`src/rtl/muldiv_pkg.sv`:
```
// Shared encodings, FSM state type and operation-decode helpers for the
// iterative RISC-V M-extension multiply/divide unit.
package muldiv_pkg;

  localparam logic [6:0] OPCODE_OP    = 7'b0110011;
  localparam logic [6:0] FUNC7_MULDIV = 7'b0000001;

  typedef enum logic [2:0] {
    OP_MUL    = 3'b000,
    OP_MULH   = 3'b001,
    OP_MULHSU = 3'b010,
    OP_MULHU  = 3'b011,
    OP_DIV    = 3'b100,
    OP_DIVU   = 3'b101,
    OP_REM    = 3'b110,
    OP_REMU   = 3'b111
  } muldiv_op_e;

  typedef enum logic [1:0] {
    IDLE,
    BUSY,
    DONE
  } state_e;

  // Divide family occupies the upper half of the func3 space.
  function automatic logic is_div(input muldiv_op_e op);
    return op[2];
  endfunction

  function automatic logic is_rem(input muldiv_op_e op);
    return (op == OP_REM) || (op == OP_REMU);
  endfunction

  // rs1 is treated as signed by MULH, MULHSU, DIV and REM.
  function automatic logic is_signed_a(input muldiv_op_e op);
    return (op == OP_MULH) || (op == OP_MULHSU) || (op == OP_DIV) || (op == OP_REM);
  endfunction

  // rs2 is treated as signed by MULH, DIV and REM (not MULHSU).
  function automatic logic is_signed_b(input muldiv_op_e op);
    return (op == OP_MULH) || (op == OP_DIV) || (op == OP_REM);
  endfunction

endpackage

```
`src/rtl/muldiv_step.sv`:
```
// One iteration of the unsigned datapath, retiring BPC bits per call.
// Multiply: acc = {partial product, remaining multiplier bits}, shift-add, shift right.
// Divide:   acc = {partial remainder, remaining dividend / quotient bits}, restoring.
module muldiv_step
  import muldiv_pkg::*;
#(
  parameter int XLEN = 32,
  parameter int BPC  = 1
) (
  input  logic              i_is_div,
  input  logic [2*XLEN-1:0] i_acc,
  input  logic [XLEN-1:0]   i_operand,
  output logic [2*XLEN-1:0] o_acc
);

  logic [2*XLEN-1:0] w_acc;
  logic [XLEN:0]     w_part;

  // Unrolled BPC single-bit steps on the accumulator.
  always_comb begin
    // NOTE: every variable written here gets a value before any branch so no latch is inferred.
    w_acc  = i_acc;
    w_part = '0;
    for (int k = 0; k < BPC; k++) begin
      if (i_is_div) begin
        // Shift the next dividend bit into the remainder; subtract if it fits.
        w_part = {w_acc[2*XLEN-1:XLEN], w_acc[XLEN-1]};
        w_acc  = {w_acc[2*XLEN-2:0], 1'b0};
        if (w_part >= {1'b0, i_operand}) begin
          w_part   = w_part - {1'b0, i_operand};
          w_acc[0] = 1'b1;
        end
        w_acc[2*XLEN-1:XLEN] = w_part[XLEN-1:0];
      end else begin
        // Add the multiplicand when the current multiplier bit is set, then shift right.
        w_part = {1'b0, w_acc[2*XLEN-1:XLEN]} + (w_acc[0] ? {1'b0, i_operand} : {(XLEN+1){1'b0}});
        w_acc  = {w_part, w_acc[XLEN-1:1]};
      end
    end
    o_acc = w_acc;
  end

endmodule

```
`src/rtl/muldiv_unit.sv`:
```
// Iterative RV32M/RV64M multiply/divide unit with valid/ready handshakes,
// RISC-V corner-case semantics, back-pressure and flush.
module muldiv_unit
  import muldiv_pkg::*;
#(
  parameter int XLEN           = 32,
  parameter int BITS_PER_CYCLE = 1
) (
  input  logic            clk_i,
  input  logic            rst_ni,
  input  logic            flush_i,
  input  logic            valid_i,
  output logic            ready_o,
  input  logic [6:0]      opcode_i,
  input  logic [2:0]      func3_i,
  input  logic [6:0]      func7_i,
  input  logic [XLEN-1:0] data1_i,
  input  logic [XLEN-1:0] data2_i,
  output logic            valid_o,
  input  logic            ready_i,
  output logic [XLEN-1:0] result_o,
  output logic            error_o
);

  localparam int ITERS = XLEN / BITS_PER_CYCLE;
  localparam int CW    = (ITERS > 1) ? $clog2(ITERS) : 1;
  localparam logic [XLEN-1:0] MOST_NEG = {1'b1, {(XLEN-1){1'b0}}};

  state_e            r_state, w_next_state;
  logic [CW-1:0]     r_cnt;
  muldiv_op_e        r_op;
  logic              r_neg_rem;   // remainder takes the sign of rs1
  logic              r_neg_res;   // product / quotient negated when signs differ
  logic [2*XLEN-1:0] r_acc;
  logic [XLEN-1:0]   r_b;
  logic [XLEN-1:0]   r_result;
  logic              r_error;

  muldiv_op_e        w_op;
  logic              w_illegal, w_div_zero, w_overflow, w_special, w_accept, w_last;
  logic              w_a_neg, w_b_neg;
  logic [XLEN-1:0]   w_a_mag, w_b_mag;
  logic [2*XLEN-1:0] w_step_acc, w_prod;
  logic [XLEN-1:0]   w_quot_raw, w_rem_raw, w_final;

  // Request decode and operand magnitudes, evaluated on the incoming request.
  assign w_op       = muldiv_op_e'(func3_i);
  assign w_illegal  = (opcode_i != OPCODE_OP) || (func7_i != FUNC7_MULDIV);
  assign w_div_zero = is_div(w_op) && (data2_i == '0);
  assign w_overflow = is_div(w_op) && is_signed_a(w_op) && (data1_i == MOST_NEG) && (data2_i == '1);
  assign w_special  = w_illegal || w_div_zero || w_overflow;
  assign w_a_neg    = is_signed_a(w_op) && data1_i[XLEN-1];
  assign w_b_neg    = is_signed_b(w_op) && data2_i[XLEN-1];
  assign w_a_mag    = w_a_neg ? -data1_i : data1_i;
  assign w_b_mag    = w_b_neg ? -data2_i : data2_i;
  assign w_accept   = ready_o && valid_i && !flush_i;
  assign w_last     = (r_cnt == CW'(ITERS - 1));

  muldiv_step #(
    .XLEN (XLEN),
    .BPC  (BITS_PER_CYCLE)
  ) u_step (
    .i_is_div  (is_div(r_op)),
    .i_acc     (r_acc),
    .i_operand (r_b),
    .o_acc     (w_step_acc)
  );

  // Sign fix-up and result selection on the output of the final iteration.
  assign w_prod     = r_neg_res ? -w_step_acc : w_step_acc;
  assign w_quot_raw = w_step_acc[XLEN-1:0];
  assign w_rem_raw  = w_step_acc[2*XLEN-1:XLEN];

  always_comb begin
    w_final = '0;
    case (r_op)
      OP_MUL:                       w_final = w_prod[XLEN-1:0];
      OP_MULH, OP_MULHSU, OP_MULHU: w_final = w_prod[2*XLEN-1:XLEN];
      OP_DIV, OP_DIVU:              w_final = r_neg_res ? -w_quot_raw : w_quot_raw;
      OP_REM, OP_REMU:              w_final = r_neg_rem ? -w_rem_raw : w_rem_raw;
      default:                      w_final = '0;
    endcase
  end

  // FSM state register.
  always_ff @(posedge clk_i or negedge rst_ni) begin
    // NOTE: sequential state uses non-blocking assignments so all flops update together.
    if (!rst_ni) r_state <= IDLE;
    else         r_state <= w_next_state;
  end

  // FSM next-state and handshake outputs; flush overrides everything.
  always_comb begin
    w_next_state = r_state;
    ready_o      = 1'b0;
    valid_o      = 1'b0;
    case (r_state)
      IDLE: begin
        ready_o = 1'b1;
        if (valid_i) w_next_state = w_special ? DONE : BUSY;
      end
      BUSY: if (w_last) w_next_state = DONE;
      DONE: begin
        valid_o = 1'b1;
        if (ready_i) w_next_state = IDLE;
      end
      default: w_next_state = IDLE;
    endcase
    if (flush_i) w_next_state = IDLE;
  end

  // Datapath: load magnitudes on accept, iterate in BUSY, capture the result on the last step.
  always_ff @(posedge clk_i or negedge rst_ni) begin
    // NOTE: datapath registers are reset as well so result_o reads 0 straight out of reset.
    if (!rst_ni) begin
      r_cnt     <= '0;
      r_op      <= OP_MUL;
      r_neg_rem <= 1'b0;
      r_neg_res <= 1'b0;
      r_acc     <= '0;
      r_b       <= '0;
      r_result  <= '0;
      r_error   <= 1'b0;
    end else if (w_accept) begin
      r_cnt     <= '0;
      r_op      <= w_op;
      r_neg_rem <= w_a_neg;
      r_neg_res <= w_a_neg ^ w_b_neg;
      r_acc     <= {{XLEN{1'b0}}, w_a_mag};
      r_b       <= w_b_mag;
      r_error   <= w_illegal;
      if (w_illegal)       r_result <= '0;
      else if (w_div_zero) r_result <= is_rem(w_op) ? data1_i : '1;
      else if (w_overflow) r_result <= is_rem(w_op) ? '0 : data1_i;
    end else if ((r_state == BUSY) && !flush_i) begin
      r_acc <= w_step_acc;
      r_cnt <= r_cnt + CW'(1);
      if (w_last) r_result <= w_final;
    end
  end

  assign result_o = r_result;
  assign error_o  = r_error;

endmodule

```
`config.mk`:
```
export PLATFORM = sky130hd
export DESIGN_NAME = muldiv_unit
export DESIGN_NICKNAME = d
export VERILOG_FILES = /design/src/rtl/muldiv_pkg.sv /design/src/rtl/muldiv_step.sv /design/src/rtl/muldiv_unit.sv
export SDC_FILE = /design/constraint.sdc
export NUM_CORES = 1
export LEC_CHECK = 0
export BUFFER_PORTS_ARGS = -buffer_cell sky130_fd_sc_hd__buf_2
export CAP_MARGIN = 15
export CORE_MARGIN = 1.5
export CORE_UTILIZATION = 38
export CTS_BUF_LIST = sky130_fd_sc_hd__clkbuf_8
export CTS_CLUSTER_DIAMETER = 80
export DETAILED_ROUTE_END_ITERATION = 10
export PLACE_DENSITY = 0.54
export SLEW_MARGIN = 10
export SYNTH_ARGS = -nofsm -noshare
export SYNTH_HDL_FRONTEND = slang
export SYNTH_SLANG_ARGS = --single-unit
```
`constraint.sdc`:
```
create_clock -name clk_i -period 10.1 [get_ports clk_i]
set_clock_uncertainty 0.1 [all_clocks]
set_input_delay 2.02 -clock clk_i [delete_from_list [all_inputs] [get_ports clk_i]]
set_output_delay 2.02 -clock clk_i [all_outputs]
set_load 0.03 [all_outputs]
```
---- Word level (Yosys, flattened, before mapping) ----
Cells that the tools add are included.
word-level totals
  bits in registers ....................... 141
  output and inout port bits .............. 35
operators by class
  add/sub/neg operators ................... 8
  order comparisons ....................... 1
  equality and inequality tests ........... 23
  mux-type cells .......................... 30
  bitwise logic cells ..................... 1
  reduce and logical (&&, ||, !) cells .... 29
operators with widths
  operator                                                                 count
  32-bit two-way mux                                                       14
  64-bit two-way mux                                                       4
  32-bit negation                                                          4
  32-bit one-hot mux with 4 select lines                                   1
  32-bit equality test, second input constant                              2
  64-bit negation                                                          1
  32-bit by 32-bit adder with 33-bit output                                1
  33-bit by 32-bit greater-or-equal comparator with 1-bit output           1
  32-bit zero test                                                         1
  32-bit subtractor                                                        1
  3-bit equality test, second input constant                               7
  2-bit two-way mux                                                        5
  5-bit two-way mux                                                        2
  3-bit by 2-bit equality test with 1-bit output, second input constant    3
  1-bit logical AND                                                        9
  1-bit logical OR                                                         9
  3-bit inequality test, second input constant                             3
  7-bit by 1-bit inequality test with 1-bit output, second input constant  1
  7-bit by 6-bit inequality test with 1-bit output, second input constant  1
  3-bit by 1-bit equality test with 1-bit output, second input constant    2
  2-bit one-hot mux with 3 select lines                                    1
  3-bit AND reduction                                                      2
  5-bit by 1-bit adder with 5-bit output, second input constant            1
  5-bit equality test, second input constant                               1
  11 further kinds                                                         15

---- Depth between registers and ports, before layout ----
Gate-level depths: netlist of the first run.
  depth in word-level cells ............... 12
  gate-level depth with buffers ........... 25
  gate-level depth less buffers ........... 20

---- Cells and area by module ----
A second synthesis of the first run with hierarchy kept.
unflattened totals
  cells, all modules ...................... 2,030
  area total of the unflattened synthesis .. 15,224.6 µm²
modules (own cells, without submodules)
  module       times used  cells each  area each (µm²)  seq. area each (µm²)
  muldiv_unit  1           1,370       10,436.3         3,528.4
  muldiv_step  1           660         4,788.3          0.0

---- Least setup slack after synthesis of the first run ----
No wires, ideal clock.
  path kind ............................... flip-flop to flip-flop
  start point ............................. register r_acc[41]
  end point ............................... register r_result[26], in the netlist result_o[26]
  arrival ................................. 5.219 ns
  required time ........................... 9.876 ns
  setup slack ............................. 4.657 ns
  stages on the path, launching flop included .. 21
  path buffers ............................ 4
  path through ............................ dfrtp_1 > ha_1 > buf_4 > a21oi_1 > o211ai_1 > a21o_1 > o31a_4 > nor2_1 > buf_2 > buf_1 > mux2_2 > a21oi_1 > ha_1 > o31a_1 > nand4bb_1 > clkbuf_1 > or4b_4 > o41a_1 > xor2_1 > a221oi_2 > a211o_1
between the ends
  word-level cells in the longest chain between the ends .. 9
ends and longest elaborated chain
  element                                                                                                     line                                  text
  start, declared                                                                                             muldiv_unit.sv:34                     logic [2*XLEN-1:0] r_acc;
  start signal, assigned                                                                                      muldiv_unit.sv:129                    r_acc <= {{XLEN{1'b0}}, w_a_mag};
  start signal, assigned                                                                                      muldiv_unit.sv:136                    r_acc <= w_step_acc;
  32-bit subtractor / 33-bit by 32-bit greater-or-equal comparator with 1-bit output (equally long branches)  muldiv_step.sv:30, muldiv_step.sv:29
  32-bit two-way mux / 1-bit two-way mux (equally long branches)                                              muldiv_step.sv:29                     if (w_part >= {1'b0, i_operand}) begin
  64-bit two-way mux (*)                                                                                      muldiv_step.sv:25                     if (i_is_div) begin
  64-bit negation (tied with other cells)                                                                     muldiv_unit.sv:70                     assign w_prod = r_neg_res ? -w_step_acc : w_step_acc;
  64-bit two-way mux (tied with other cells)                                                                  muldiv_unit.sv:70
  32-bit one-hot mux with 4 select lines (*)                                                                  muldiv_unit.sv:76                     case (r_op)
  32-bit two-way mux (*)                                                                                      muldiv_unit.sv:138                    if (w_last) r_result <= w_final;
  32-bit two-way mux (*)                                                                                      muldiv_unit.sv:135                    end else if ((r_state == BUSY) && !flush_i) begin
  32-bit two-way mux (*)                                                                                      muldiv_unit.sv:124                    end else if (w_accept) begin
  end signal, assigned                                                                                        muldiv_unit.sv:133                    else if (w_div_zero) r_result <= is_rem(w_op) ? data1_i : '1;
  end signal, assigned                                                                                        muldiv_unit.sv:134                    else if (w_overflow) r_result <= is_rem(w_op) ? '0 : data1_i;
  end signal, assigned                                                                                        muldiv_unit.sv:138
  end, declared                                                                                               muldiv_unit.sv:36                     logic [XLEN-1:0] r_result;
Every way passes the cells marked *; elsewhere a longest branch is shown, timed or not. The select of a mux whose other input is x is not followed.
A chain may end at the register's enable or synchronous reset.

---- Final worst setup path of the first run ----
  start point ............................. register r_acc[32]
  end point ............................... register r_result[28], in the netlist result_o[28]
Same word-level chain as after synthesis.

==> impl_metrics.env, run 1 <==
export IMPL_wl_per_cell_um=25.8
export IMPL_dp_hpwl_um=53300
export IMPL_synth_nets=2248
export IMPL_firstDrtPassIters=7
export IMPL_num_rows=74
export IMPL_io_pins=121
export IMPL_synth_top_family_by_area="compound AO/OA/AOI/OAI gates"
export IMPL_synth_xor_area_frac=0.0842
export IMPL_core_area_um2=40800
export IMPL_clk_pin_slew_ns=0.10
export IMPL_num_nets_final=2288
export IMPL_p_leak_nw=7.14
export IMPL_grt_overflow_total=0
export IMPL_grt_max_degree=82
export IMPL_drt_vias_per_instance=6.46
export IMPL_slew_violations=0
export IMPL_power_density_nw_per_um2=153
export IMPL_fillers=4255
export IMPL_cts_max_level=4
export IMPL_cts_root_buffer="clkbuf_8"
export IMPL_synth_top_flop_cell="dfrtp_1"
export IMPL_seqCellArea_um2=3530
export IMPL_cts_sinks=141
export IMPL_critPathKind="reg -> reg"
export IMPL_drive_above_1_share=0.118
export IMPL_synth_cell_type_count=104
export IMPL_cpLargestDelayFamily="simple AND/OR/NAND/NOR gates"
export IMPL_maxCapViolCount=0
export IMPL_clk_latency_ns=0.52
export IMPL_ant_nets=0
export IMPL_end_kind="register"
export IMPL_tns_ns=0
export IMPL_chipHeight_um=206
export IMPL_ir_drop_mv=0.0867
export IMPL_yosysWarnings=0
export IMPL_cp_data_required_time_ns=10.39
export IMPL_crit_path_top_delay_cell="or3_1"
export IMPL_yosys_area_top_type="dfrtp_1"
export IMPL_slew_headroom=0.149
export IMPL_syn_avg_cell_area_um2=7.52
export IMPL_crit_chain="ha_1 -> nor2b_1 -> o21ai_1 -> a211oi_2 -> o31ai_2 -> buf_4 -> nand3_1 -> o21ai_0 -> ha_1 -> o2111ai_1 -> or3_1 -> nand2b_1 -> or3_1 -> nor3_1 -> a2bb2oi_1 -> mux2i_1 -> a2111oi_0 -> a21oi_1"
export IMPL_setup_viol=0
export IMPL_worst_slew_pin_slew_ns=1.27
export IMPL_post_cts_buffers=0
export IMPL_synth_adder_area_share=0.0591
export IMPL_multiInputGateArea_um2=11400
export IMPL_drt_wl_total_um=69100
export IMPL_synth_seq_area_share=0.225
export IMPL_ys_ff_latch=141
export IMPL_status="finished, final reports clean"
export IMPL_cts_made_buffers=17
export IMPL_clk_path_buf_depth=2
export IMPL_rsz0062_at_grt="no"
export IMPL_gp_congestion=0.999
export IMPL_die_w_um=206
export IMPL_grt_pass1_wl_um=102000
export IMPL_numPortBuffers=120
export IMPL_crit_arrival_ns=6.55
export IMPL_synthArstFlopShare=1.00
export IMPL_cp_max_fo=13
export IMPL_syn_area_um2=15700
export IMPL_period_needed_ns=6.27
export IMPL_hold_depth=1
export IMPL_fin_crit_sh=0.621
export IMPL_num_vias=17300
export IMPL_dieArea_um2=42600
export IMPL_ctsResizeCount=0
export IMPL_yosys_area_share_simple=0.243
export IMPL_finish_instance_area_um2=17100
export IMPL_synth_cells=2089
export IMPL_drc=0
export IMPL_layout_cells_non_filler=2675
export IMPL_dp_cells=2641
export IMPL_finish_utilization=0.418
export IMPL_start_util=0.385
export IMPL_critPathBufInv=1
export IMPL_yosysTopAreaCellShare=0.225
export IMPL_timing_fmax_ghz=0.160
export IMPL_hp_class="reg -> reg"
export IMPL_cts_tree="built"
export IMPL_cts_hold_buf=0
export IMPL_power_total_mw=2.60
export IMPL_finalHoldViolations=0
export IMPL_synth_compound_area_frac=0.300
export IMPL_critPathMaxStageDelay_ns=0.67
export IMPL_antenna_found_initial=5
export IMPL_worst_setup_path_start_kind="register"
export IMPL_syn_to_final_growth_pct=8.60
export IMPL_rr_worst_depth=18
export IMPL_synth_mux_area_fraction=0.0381
export IMPL_drt_iter0_drc=1948
export IMPL_crit_cells=18
export IMPL_post_dp_cell_area_um2=16700
export IMPL_grt_total_usage=0.324
export IMPL_synthTopCellsByArea="dfrtp_1 (22%), o21ai_0 (6.1%), nand2_1 (5.7%)"
export IMPL_first_global_vias=16000
export IMPL_synth_edf_count=0
-- kinds of logic after synthesis --
kind of cell             count (synthesis)
buffers and inverters                  196
AND/OR/NAND/NOR                        757
multiplexers                            57
XOR/XNOR                               151
AO/OA/AOI/OAI                          714
adder cells (fa/ha/maj)                 73
flip-flops                             141
-- layout by cell type, fill, tap and decap left out, types with 12 or more instances in the layout --
cell,synthesis,final
mux2_2,13,13
nor4_1,22,22
o41ai_1,12,12
and2_1,47,46
inv_1,67,67
nor2b_1,15,15
clkbuf_8,0,17
dfrtp_1,141,140
o22ai_1,16,16
nor3_1,78,78
buf_4,1,29
o21a_1,18,18
xor2_1,64,64
o221ai_1,30,30
a22o_1,18,18
buf_2,24,119
o211ai_1,21,21
o21ai_0,190,190
mux2i_1,43,43
nor2_1,145,144
nand3_1,45,45
and3_1,20,20
nand4_1,27,27
or4_1,14,14
ha_1,71,71
a21oi_1,163,162
nand2_1,238,237
nand2b_1,17,17
a21o_1,31,31
o31ai_1,23,23
a211oi_1,17,17
xnor2_1,87,87
or3_1,30,30
a31oi_1,33,33
-- layer usage --
metal	vias up	track usage	routed length [um]
met1	8391	0.449	30400
met2	885	0.463	28500
met5	-	0	63
met4	10	0.0986	2010
li1	7877	-	-
met3	118	0.118	8140
-- registers in the layout (all words and copies together) (netlist names) --
name	cells
r_state	2
error_o	1
r_op	3
result_o	32
r_neg_rem	1
r_b	32
r_neg_res	1
r_acc	64
r_cnt	5
-- worst paths after layout --
path	from	end	slack [ns]
worst max-delay path	r_acc[32]	result_o[28]	3.83
worst min-delay path	error_o	error_o	0.40
worst max register to register	r_acc[32]	result_o[28]	3.83
worst min register to register	error_o	error_o	0.40
max in group asynchronous	rst_ni	r_op[2]	6.88
min in group asynchronous	rst_ni	r_acc[11]	1.47
-- area by class of cell --
type                       count  share of cell area
clock inverter                15             0.00821
timing repair buffer         150              0.0492
tap                          532              0.0390
inverter                      67              0.0147
sequential                   141               0.207
antenna                        1            0.000147
clock buffer                  17              0.0137
multi-input combinational   1752               0.668
-- cells in the mapped netlist, types with 10 or more instances --
master / n
buf_2: 24
and3_1: 20
a211oi_1: 17
clkbuf_1: 91
a22o_1: 18
nor2_1: 145
and4_1: 10
mux2_2: 13
nor4_1: 22
nand3_1: 45
o41ai_1: 12
mux2i_1: 43
or4_1: 14
nand4_1: 27
a21o_1: 31
xor2_1: 64
inv_1: 67
and2_1: 47
o31ai_1: 23
or3_1: 30
nand2b_1: 17
o221ai_1: 30
nor2b_1: 15
o211ai_1: 21
xnor2_1: 87
nand2_1: 238
dfrtp_1: 141
o21a_1: 18
a21oi_1: 163
o21ai_0: 190
ha_1: 71
a211o_1: 10
o22ai_1: 16
a31oi_1: 33
nor3_1: 78
-- stage by stage --
stage | worst slack (ns) | hold WS [ns]
after global placement | 3.77 | 0.371
after detailed placement | 3.69 | 0.384
final | 3.83 | 0.399
after global routing | 3.61 | 0.432
after floorplan | 4.66 | 0.364
after CTS | 4.07 | 0.404
-- power breakdown --
group          internal [mW]  switching (mW)
sequential             0.641           0.133
clock                  0.182           0.299
combinational          0.451           0.900
(Power assumes the default switching activity.)
==> inputs of run 2 (changes only) <==
ABC_AREA = 1   (was not set)
PLACE_DENSITY = 0.55   (was 0.54)
clock period = 5.5 ns   (was 10.1 ns; I/O delays follow)
==> impl_metrics.env, run 2 <==
export IMPL_cpLargestDelayFamily="simple AND/OR/NAND/NOR gates"
export IMPL_grt_pass1_wl_um=122000
export IMPL_regMostFlops="r_acc"
export IMPL_crit_chain="inv_1 -> ha_1 -> nand2_1 -> inv_2 -> nand2_1 -> nand2_1 -> a21oi_1 -> nand2_2 -> nor2_4 -> nand3_2 -> nand2_2 -> ha_1 -> nand3_2 -> nor2_4 -> nand4_4 -> nor3_4 -> nand3_2 -> nor3_2 -> nand2_1 -> nand2_1 -> nor2_1 -> o311ai_0 -> nand2_1 -> a22oi_1"
export IMPL_worst_slew_pin_slew_ns=1.13
export IMPL_io_pins=121
export IMPL_synth_seq_area_share=0.199
export IMPL_setup_viol=0
export IMPL_dp_slack_ns=0.680
export IMPL_layout_cells_non_filler=3715
export IMPL_final_cell_mix="nand2_1 (845), inv_1 (446), nand3_1 (282)"
export IMPL_ant_nets=0
export IMPL_antenna_found_initial=0
export IMPL_syn_avg_cell_area_um2=5.84
export IMPL_synthTopCellsByArea="dfrtp_1 (20%), nand2_1 (18%), inv_1 (9.5%)"
export IMPL_maxCapViolCount=0
export IMPL_num_nets_final=3261
export IMPL_dp_cells=3683
export IMPL_rsz0062_at_grt="no"
export IMPL_drive_above_1_share=0.101
export IMPL_power_density_nw_per_um2=344
export IMPL_rr_worst_depth=24
export IMPL_firstDrtPassIters=8
export IMPL_dieArea_um2=48000
export IMPL_syn_area_um2=17700
export IMPL_cts_made_buffers=17
export IMPL_grt_overflow_total=0
export IMPL_crit_arrival_ns=5.30
export IMPL_hp_class="reg -> reg"
export IMPL_cts_hold_buf=0
export IMPL_die_w_um=219
export IMPL_p_leak_nw=10.2
export IMPL_synth_edf_count=0
export IMPL_grt_max_degree=87
export IMPL_end_kind="register"
export IMPL_grt_total_usage=0.347
export IMPL_timing_fmax_ghz=0.204
export IMPL_cp_max_fo=6
export IMPL_core_area_um2=45700
export IMPL_cpMostUsedCell="nand2_1"
export IMPL_yosysTopAreaCellShare=0.199
export IMPL_fin_crit_sh=0.890
export IMPL_antenna_diode_count=0
export IMPL_worst_setup_path_start_kind="register"
export IMPL_dp_hpwl_um=66900
export IMPL_layout_commonest_cell="nand2_1"
export IMPL_synth_cells=3036
export IMPL_yosysWarnings=0
export IMPL_hold_depth=2
export IMPL_chipHeight_um=219
export IMPL_clk_pin_slew_ns=0.10
export IMPL_slew_violations=0
export IMPL_cts_max_level=4
export IMPL_drt_vias_per_instance=5.61
export IMPL_synth_most_common_cell="nand2_1"
export IMPL_first_global_vias=19200
export IMPL_yosys_area_top_type="dfrtp_1"
export IMPL_num_rows=78
export IMPL_ctsResizeCount=0
export IMPL_finalHoldViolations=0
export IMPL_r2r_slack_ns=0.61
export IMPL_synth_common_cells="nand2_1 (845), inv_1 (447), nand3_1 (283), nor2_1 (275), o21ai_0 (207)"
export IMPL_finish_utilization=0.423
export IMPL_cts_root_buffer="clkbuf_8"
export IMPL_period_needed_ns=4.89
export IMPL_largest_register_ffs=64
export IMPL_synth_nets=3195
export IMPL_post_cts_buffers=0
export IMPL_wl_per_cell_um=22.2
export IMPL_ir_drop_mv=0.315
export IMPL_critPathKind="reg -> reg"
export IMPL_cts_sinks=141
export IMPL_tns_ns=0
export IMPL_clk_path_buf_depth=2
export IMPL_start_util=0.388
export IMPL_drc=0
export IMPL_synth_cell_type_count=60
export IMPL_ys_ff_latch=141
export IMPL_crit_path_top_delay_cell="o311ai_0"
export IMPL_crit_cells=24
export IMPL_critPathBufInv=2
export IMPL_clk_latency_ns=0.59
export IMPL_synthArstFlopShare=1.00
export IMPL_fillers=5108
export IMPL_setup_ws_ns=0.606
export IMPL_slew_headroom=0.247
export IMPL_status="finished, final reports clean"
export IMPL_syn_to_final_growth_pct=8.77
export IMPL_cts_tree="built"
export IMPL_numPortBuffers=120
export IMPL_cp_data_required_time_ns=5.91
export IMPL_synth_top_flop_cell="dfrtp_1"
export IMPL_drt_wl_total_um=82400
export IMPL_critPathMaxStageDelay_ns=0.64
export IMPL_drt_iter0_drc=2486
export IMPL_num_vias=20800
export IMPL_gp_congestion=0.977
-- run 2: per-layer routing --
metal,GRT usage,routed length (um)
met1,0.530,40200
met2,0.498,33800
met4,0.0813,1580
met3,0.0590,6820
met5,0,0
-- run 2: where the power goes --
| part | switching (mW) | leakage (nW) | internal [mW] |
|---|---|---|---|
| clock network | 0.537 | 0.195 | 0.423 |
| registers | 0.230 | 1.74 | 1.28 |
| logic | 3.01 | 8.24 | 1.17 |
| total | 3.77 | 10.2 | 2.87 |
-- run 2: logic make-up after synthesis --
family / Yosys count / synth area share
xor gates and xnor gates: 99 / 0.0489
AOI/OAI and AO/OA: 523 / 0.171
adders and majority gates: 73 / 0.0523
DFF: 141 / 0.199
buffers and inverters: 575 / 0.127
and+or+nand+nor: 1625 / 0.402
-- run 2: final cells by class --
class	instances	area [um2]	share of cell area
Sequential cell	141	3530	0.183
Inverter	471	1770	0.0917
Tap cell	600	751	0.0389
Clock buffer	18	248	0.0128
Multi-Input combinational cell	2320	12000	0.621
Timing Repair Buffer	151	852	0.0442
Clock inverter	14	159	0.00823
-- run 2: per-stage QoR --
step	hold WS [ns]	cell area, um2	power (mW)
after detailed placement	0.360	18900	5.59
after global placement	0.361	18900	5.59
final	0.382	19300	6.65
after floorplan	0.343	17700	4.20
after CTS	0.384	19300	6.57
after global routing	0.421	19300	7.11
-- run 2: worst reg2reg max path, cell delays in order, from the launching register on --
cell	delay, ns
dfrtp_1	0.58
inv_1	0.09
ha_1	0.35
nand2_1	0.12
inv_2	0.03
nand2_1	0.05
nand2_1	0.08
a21oi_1	0.17
nand2_2	0.09
nor2_4	0.22
nand3_2	0.24
nand2_2	0.27
ha_1	0.22
nand3_2	0.11
nor2_4	0.16
nand4_4	0.14
nor3_4	0.20
nand3_2	0.14
nor3_2	0.17
nand2_1	0.20
nand2_1	0.11
nor2_1	0.05
o311ai_0	0.64
nand2_1	0.11
a22oi_1	0.18
-- run 2: path summary, 6_finish.rpt --
path                         start     endpoint
setup / recovery           r_b[28]  result_o[2]
hold / removal             r_op[0]      r_op[0]
setup reg to reg           r_b[28]  result_o[2]
hold reg to reg            r_op[0]      r_op[0]
max in group asynchronous   rst_ni    r_neg_res
min in group asynchronous   rst_ni      r_b[21]
